File: src/rtl/counter_pkg.sv
// Shared mode encoding, button bit positions and the mode-advance rule
// for the LED counter sequencing controller.
package counter_pkg;

  typedef enum logic [1:0] {
    MODE_MANUAL    = 2'd0,
    MODE_AUTO_UP   = 2'd1,
    MODE_AUTO_DOWN = 2'd2
  } mode_e;

  localparam int BTN_INC  = 0;
  localparam int BTN_DEC  = 1;
  localparam int BTN_MODE = 2;
  localparam int BTN_CLR  = 3;

  // The unused encoding 2'd3 falls back to MANUAL so the FSM cannot stick.
  function automatic mode_e next_mode(input mode_e m);
    case (m)
      MODE_MANUAL:    next_mode = MODE_AUTO_UP;
      MODE_AUTO_UP:   next_mode = MODE_AUTO_DOWN;
      default:        next_mode = MODE_MANUAL;
    endcase
  endfunction

endpackage

File: src/rtl/counter_auto_ctrl_second_ticker.sv
// Free-running divider that flags the last cycle of each auto-step period.
// Held at zero while disabled and restarted by clr.
module second_ticker #(
  parameter int CYCLES_PER_SECOND = 125_000_000
) (
  input  logic clk,
  input  logic rst,
  input  logic en,
  input  logic clr,
  output logic done
);

  localparam int DIV_W = $clog2(CYCLES_PER_SECOND);
  localparam logic [DIV_W-1:0] TERMINAL = DIV_W'(CYCLES_PER_SECOND - 1);

  logic [DIV_W-1:0] div_reg;

  assign done = en && (div_reg == TERMINAL);

  // Wrapping on done also covers the case where clr suppresses the step.
  always_ff @(posedge clk) begin
    if (rst || clr || !en || done) begin
      div_reg <= '0;
    end else begin
      div_reg <= div_reg + DIV_W'(1);
    end
  end

endmodule

File: src/rtl/counter_auto_ctrl.sv
// LED counter controller: one-hot-priority button arbiter, mode FSM and the
// count/tick registers, with auto stepping paced by second_ticker.
module counter_auto_ctrl
  import counter_pkg::*;
#(
  parameter int CYCLES_PER_SECOND = 125_000_000,
  parameter int WIDTH             = 4
) (
  input  logic             clk,
  input  logic             rst,
  input  logic [3:0]       buttons,
  output logic [WIDTH-1:0] count,
  output logic [1:0]       mode,
  output logic             tick
);

  logic [WIDTH-1:0] count_reg, count_next;
  mode_e            mode_reg, mode_next;
  logic             tick_reg, tick_next;
  logic             btn_accepted;
  logic             step_due;

  assign btn_accepted = |buttons;

  second_ticker #(
    .CYCLES_PER_SECOND(CYCLES_PER_SECOND)
  ) u_ticker (
    .clk (clk),
    .rst (rst),
    .en  (mode_reg != MODE_MANUAL),
    .clr (btn_accepted),
    .done(step_due)
  );

  // Lowest set button index wins; a due auto step only applies when no button does.
  always_comb begin
    count_next = count_reg;
    mode_next  = mode_reg;
    tick_next  = 1'b0;
    if (buttons[BTN_INC]) begin
      count_next = count_reg + WIDTH'(1);
    end else if (buttons[BTN_DEC]) begin
      count_next = count_reg - WIDTH'(1);
    end else if (buttons[BTN_MODE]) begin
      mode_next = next_mode(mode_reg);
    end else if (buttons[BTN_CLR]) begin
      count_next = '0;
    end else if (step_due) begin
      tick_next = 1'b1;
      if (mode_reg == MODE_AUTO_UP) begin
        count_next = count_reg + WIDTH'(1);
      end else begin
        count_next = count_reg - WIDTH'(1);
      end
    end
  end

  always_ff @(posedge clk) begin
    if (rst) begin
      count_reg <= '0;
      mode_reg  <= MODE_MANUAL;
      tick_reg  <= 1'b0;
    end else begin
      count_reg <= count_next;
      mode_reg  <= mode_next;
      tick_reg  <= tick_next;
    end
  end

  assign count = count_reg;
  assign mode  = mode_reg;
  assign tick  = tick_reg;

endmodule

File: config.mk
export PLATFORM = sky130hd
export DESIGN_NAME = counter_auto_ctrl
export DESIGN_NICKNAME = d
export VERILOG_FILES = /design/src/rtl/counter_pkg.sv /design/src/rtl/counter_auto_ctrl_second_ticker.sv /design/src/rtl/counter_auto_ctrl.sv
export SDC_FILE = /design/constraint.sdc
export NUM_CORES = 1
export LEC_CHECK = 0
export ABC_AREA = 1
export BUFFER_PORTS_ARGS = -buffer_cell sky130_fd_sc_hd__buf_2
export CAP_MARGIN = 10
export CORE_MARGIN = 10
export CORE_UTILIZATION = 45
export CTS_CLUSTER_DIAMETER = 120
export DETAILED_ROUTE_END_ITERATION = 7
export PLACE_DENSITY = 0.6
export SETUP_SLACK_MARGIN = 0.2
export SYNTH_ARGS = -nofsm -noshare
export SYNTH_HDL_FRONTEND = slang
export SYNTH_HIERARCHICAL = 1
export SYNTH_SLANG_ARGS = --single-unit
File: constraint.sdc
create_clock -name clk -period 3.6 [get_ports clk]
set_clock_uncertainty 0.15 [all_clocks]
set_input_delay 0.72 -clock clk [delete_from_list [all_inputs] [get_ports clk]]
set_output_delay 0.72 -clock clk [all_outputs]
set_load 0.02 [all_outputs]
* Word level (Yosys, flattened, before mapping)
Index checks and enable logic that the tools add are counted.
Storage, ports and cells: latch bits 0, bits in writable memories 0, bits of input ports 6, bits in registers 34, output and inout bits 7, bits in read-only memories 0, memories kept 0
Operators by class: magnitude comparators 0, bitwise operators 2, divide/modulo/power cells 0, reduce and logical (&&, ||, !) cells 12, muxes and demuxes 8, eq/ne operators 3, multipliers 0, shifts and indexed selects 0, add/sub/neg operators 3
Operators with widths (number):
- 27-bit by 1-bit adder with 27-bit output (second input constant) | 1
- 27-bit == test (second input constant) | 1
- 4-bit two-way mux | 6
- 5-bit OR reduction | 1
- 4-bit by 1-bit adder with 4-bit output (second input constant) | 1
- 2-bit case mux with 2 select lines | 1
- 4-bit nonzero test | 1
- 4-bit OR reduction | 1
- 4-bit by 1-bit subtractor with 4-bit output (second input constant) | 1
- 1-bit logical OR | 3
- 3-bit inequality test (second input constant) | 1
- 3-bit AND reduction | 1
- 2-bit by 1-bit == test with 1-bit output (second input constant) | 1
- 2-bit zero test | 1
- 1-bit inverter | 2
- 2-bit AND reduction | 1
- 2-bit nonzero test | 1
- 1-bit logical AND | 1
- 1-bit zero test | 1
- 1-bit two-way mux | 1

* Logic depth before layout (Yosys ltp)
depth after elaboration 7, depth in mapped cells 11, gate-level depth less buffers 11

* By module
Netlist, hierarchy kept.
Modules (own cells, without submodules):
- second_ticker | area each 1604.0 µm², seq. area each 540.5 µm², times used 1, cells an instance 239
- counter_auto_ctrl | area each 439.2 µm², seq. area each 140.1 µm², times used 1, cells an instance 62

* Worst setup path after synthesis
OpenSTA, ideal clock, no wires.
path type input to register, start point input buttons[1], end point register u_ticker.div_reg[14], library setup time 0.062 ns, stages 6, data required time 3.388 ns, data arrival time 1.688 ns, buffers on the path 1, setup slack 1.701 ns, cells stage by stage nor2_4 -> nand2_1 -> nor3b_1 -> nand2_4 -> buf_12 -> nor2_2
On the way: word-level cells in the longest chain between the ends 4
Ends and longest elaborated chain:
- start: declaration | line counter_auto_ctrl.sv:11 | input logic [3:0] buttons,
- 4-bit OR reduction | line counter_auto_ctrl.sv:23 | assign btn_accepted = |buttons;
- via btn_accepted | line counter_auto_ctrl.sv:20 | logic btn_accepted;
- 1-bit logical OR (3 in a row) | line counter_auto_ctrl_second_ticker.sv:22 | if (rst || clr || !en || done) begin
- end signal: assignment | line counter_auto_ctrl_second_ticker.sv:25 | div_reg <= div_reg + DIV_W'(1);
- end: declaration | line counter_auto_ctrl_second_ticker.sv:16 | logic [DIV_W-1:0] div_reg;
The timed path passes the listed nets, and every way through them passes these cells. A chain may end at the register's enable or synchronous reset.

* Final worst setup path
start point register u_ticker.div_reg[0], end point register count_reg[1] (netlist: count[1])
On the way: word-level cells in the longest chain between the ends 4
Ends and longest elaborated chain:
- 27-bit == test | line counter_auto_ctrl_second_ticker.sv:18 | assign done = en && (div_reg == TERMINAL);
- 1-bit logical AND | line counter_auto_ctrl_second_ticker.sv:18
- via step_due | line counter_auto_ctrl.sv:21 | logic step_due;
- 4-bit nonzero test (no line)
- 2-bit AND reduction (no line)
- end signal: assignment | line counter_auto_ctrl.sv:64 | count_reg <= count_next;
- end: declaration | line counter_auto_ctrl.sv:17 | logic [WIDTH-1:0] count_reg, count_next;
The timed path passes the listed nets, and every way through them passes these cells.

==> impl_metrics.env <==
export IMPL_antenna_found_initial=0
export IMPL_status="complete, no violations"
export IMPL_synth_flop_cell="dfxtp_1"
export IMPL_setup_worst_path_class="flip-flop to flip-flop"
export IMPL_synthTopCellsByArea="dfxtp_1 (33%), nand2_1 (15%), nor2_2 (7.7%)"
export IMPL_maxSlewHeadroom_pct=69.9
export IMPL_p_clk_share_pct=39.6
export IMPL_cts_tree="built"
export IMPL_detail_route_wl_per_cell_um=11.2
export IMPL_synthTopCellsByCount="nand2_1 (84), nor2_1 (39), dfxtp_1 (34)"
export IMPL_clockBufferDepth=2
export IMPL_port_buffers=12
export IMPL_grt_usage_pct=12.0
export IMPL_critPathMaxFanout=4
export IMPL_area_growth_pct=8.45
export IMPL_core_area_um2=4380
export IMPL_viasPerCell=4.75
export IMPL_cts_repair_resized=0
export IMPL_drc_errors=0
export IMPL_synth_top_area_share_pct=33.3
export IMPL_ys_seq_area_share_pct=33.3
export IMPL_h_tree_depth=2
export IMPL_fin_crit_sh_pct=58.0
export IMPL_async_flop_share_pct=0
export IMPL_initial_utilization_pct=46.6
export IMPL_die_h_um=87.4
export IMPL_regArea_um2=681
export IMPL_ys_warn_count=6
export IMPL_synth_edf_count=0
export IMPL_placed_cells=362
export IMPL_placed_area_um2=2120
export IMPL_finalSetupViolCount=0
export IMPL_ys_types=28
export IMPL_io_pins=13
export IMPL_cellPowerDensity_nw_per_um2=337
export IMPL_min_period_ns=2.09
export IMPL_grt_max_degree=27
export IMPL_cts_buffers=5
export IMPL_worstMarginPinSlew_ns=0.451
export IMPL_cts_hold_buf=0
export IMPL_largest_reg_flops=27
export IMPL_initialDrtViolationCount=87
export IMPL_critical_path_arrival_ns=2.16
export IMPL_gp_congestion=0.871
export IMPL_power_switching_mw=0.187
export IMPL_cp_end_kind="flip-flop"
export IMPL_hold_violations=0
export IMPL_ys_seq_elements=34
export IMPL_pwr_share_seq_pct=52.3
export IMPL_hpwl_mm=3.26
export IMPL_holdCritPathClass="flip-flop to flip-flop"
export IMPL_rsz0062_at_grt="no"
export IMPL_fin_tns_setup_ns=0
export IMPL_rows=24
export IMPL_firstDrtPassIters=5
export IMPL_overflow=0
export IMPL_chipWidth_um=87.4
export IMPL_clk_pin_slew_ns=0.07
export IMPL_grt_pass1_vias=1625
export IMPL_yosysTopAreaCell="dfxtp_1"
export IMPL_drive_above_1_share_pct=20.4
export IMPL_synthesis_area_um2=2040
export IMPL_crit_path_start_kind="flip-flop"
export IMPL_drv_cap=0
export IMPL_antennaDiodeCount=0
export IMPL_final_cells=370
export IMPL_syn_nets=310
export IMPL_routed_wl_mm=4.14
export IMPL_yosysMostFrequentCell="nand2_1"
export IMPL_leakage_nw=0.740
export IMPL_final_cell_area_um2=2220
export IMPL_critical_path_required_ns=3.67
export IMPL_p_int_mw=0.560
export IMPL_cts_setup_buffers=0
export IMPL_root_buffer="clkbuf_8"
export IMPL_numClockSinks=34
export IMPL_vias=1756
export IMPL_multi_input_area_um2=1190
export IMPL_vdd_drop_max_mv=0.296
export IMPL_fmax_ghz=0.479
export IMPL_synth_cells=301
export IMPL_synth_area_per_cell_um2=6.79
export IMPL_nets=326
export IMPL_postRouteAntennaNets=0
export IMPL_dieArea_um2=7640
export IMPL_final_max_slew_viol_count=0
export IMPL_nFillCells=465
export IMPL_insertion_delay_ns=0.29
export IMPL_power_frac_comb_pct=8.1
export IMPL_grt_pass1_wl_mm=7.43
export IMPL_p_sw_share_pct=25.0
## layout make-up
class                      count  area share, %
multi-input combinational    232           53.9
timing repair buffer          12           2.71
inverter                      32           5.42
tap                           52           2.94
clock buffer                   6           3.73
sequential                    34           30.7
clock inverter                 2          0.565
## per-stage QoR
| stage | total power [mW] | worst slack, ns | util [%] | hold slack (ns) |
|---|---|---|---|---|
| 2_1_floorplan | 0.444 | 1.70 | - | 0.289 |
| 3_3_place_gp | 0.460 | 1.38 | 48.4 | 0.307 |
| 3_5_place_dp | 0.461 | 1.31 | 48.4 | 0.313 |
| 4_1_cts | 0.758 | 1.48 | 50.5 | 0.329 |
| 5_1_grt | 0.782 | 1.19 | 50.5 | 0.352 |
| 6_report | 0.747 | 1.51 | 50.5 | 0.323 |
## placed cells by master, fill, tap and decap left out
| master | netlist | routed |
|---|---|---|
| a211oi_1 | 2 | 2 |
| a21oi_1 | 11 | 11 |
| and2_1 | 2 | 2 |
| buf_2 | 0 | 12 |
| clkbuf_8 | 0 | 6 |
| clkinv_2 | 0 | 1 |
| clkinvlp_4 | 0 | 1 |
| dfxtp_1 | 34 | 34 |
| ha_1 | 3 | 3 |
| inv_1 | 28 | 28 |
| inv_2 | 4 | 4 |
| nand2_1 | 84 | 84 |
| nand2_2 | 7 | 7 |
| nand2_4 | 1 | 1 |
| nand3_1 | 25 | 25 |
| nand3_2 | 1 | 1 |
| nand4_1 | 4 | 4 |
| nor2_1 | 39 | 39 |
| nor2_2 | 25 | 25 |
| nor2_4 | 4 | 4 |
| nor3_1 | 1 | 1 |
| nor3b_1 | 1 | 1 |
| nor4_1 | 1 | 1 |
| o21ba_1 | 1 | 1 |
| o21bai_1 | 3 | 3 |
| o31ai_2 | 1 | 1 |
| or2_0 | 1 | 1 |
| or2_2 | 2 | 2 |
| xnor2_1 | 9 | 9 |
| xor2_1 | 4 | 4 |
## layer usage
metal	global-route usage [%]	part of all wire [%]
met3	3.18	3.3
met4	4.78	1.3
met5	0	0
met1	16.2	50
met2	17.7	46
## power by group through the flow
| stage | Sequential, mW | Clock, mW | Combinational [mW] |
|---|---|---|---|
| finish | 0.391 | 0.296 | 0.0605 |
| global placement | 0.400 | 0 | 0.0605 |
| global route | 0.392 | 0.320 | 0.0695 |
| floorplan | 0.404 | 0 | 0.0396 |
| detailed placement | 0.400 | 0 | 0.0615 |
| CTS | 0.391 | 0.306 | 0.0618 |
## critical path, stage by stage, from the launching register on
cell and delay, ns:
dfxtp_1 0.38, ha_1 0.21, nand3_2 0.12, inv_2 0.10, nand4_1 0.07, nor4_1 0.27, inv_1 0.12, o31ai_2 0.33
nand3_1 0.12, a21oi_1 0.13
## path summary, 6_finish.rpt
| check | startpoint | to | slack, ns | cells past startpoint |
|---|---|---|---|---|
| worst max register to register | u_ticker/div_reg[0]$_SDFF_PP0_ | count[1]$_SDFFE_PP0P_ | 1.51 | 9 |
| worst min-delay path | u_ticker/div_reg[0]$_SDFF_PP0_ | u_ticker/div_reg[0]$_SDFF_PP0_ | 0.32 | 1 |
| worst max-delay path | u_ticker/div_reg[0]$_SDFF_PP0_ | count[1]$_SDFFE_PP0P_ | 1.51 | 9 |
| worst min register to register | u_ticker/div_reg[0]$_SDFF_PP0_ | u_ticker/div_reg[0]$_SDFF_PP0_ | 0.32 | 1 |
## logic make-up after synthesis
group                    count (synthesis)  synth area share (%)
adder cells (fa/ha/maj)                  3                  1.84
XOR/XNOR                                13                  5.57
AO/OA/AOI/OAI                           18                  5.63
buffers and inverters                   35                  8.21
AND/OR/NAND/NOR                        198                  45.4
flip-flops                              34                  33.3
(Power assumes the default switching activity.)
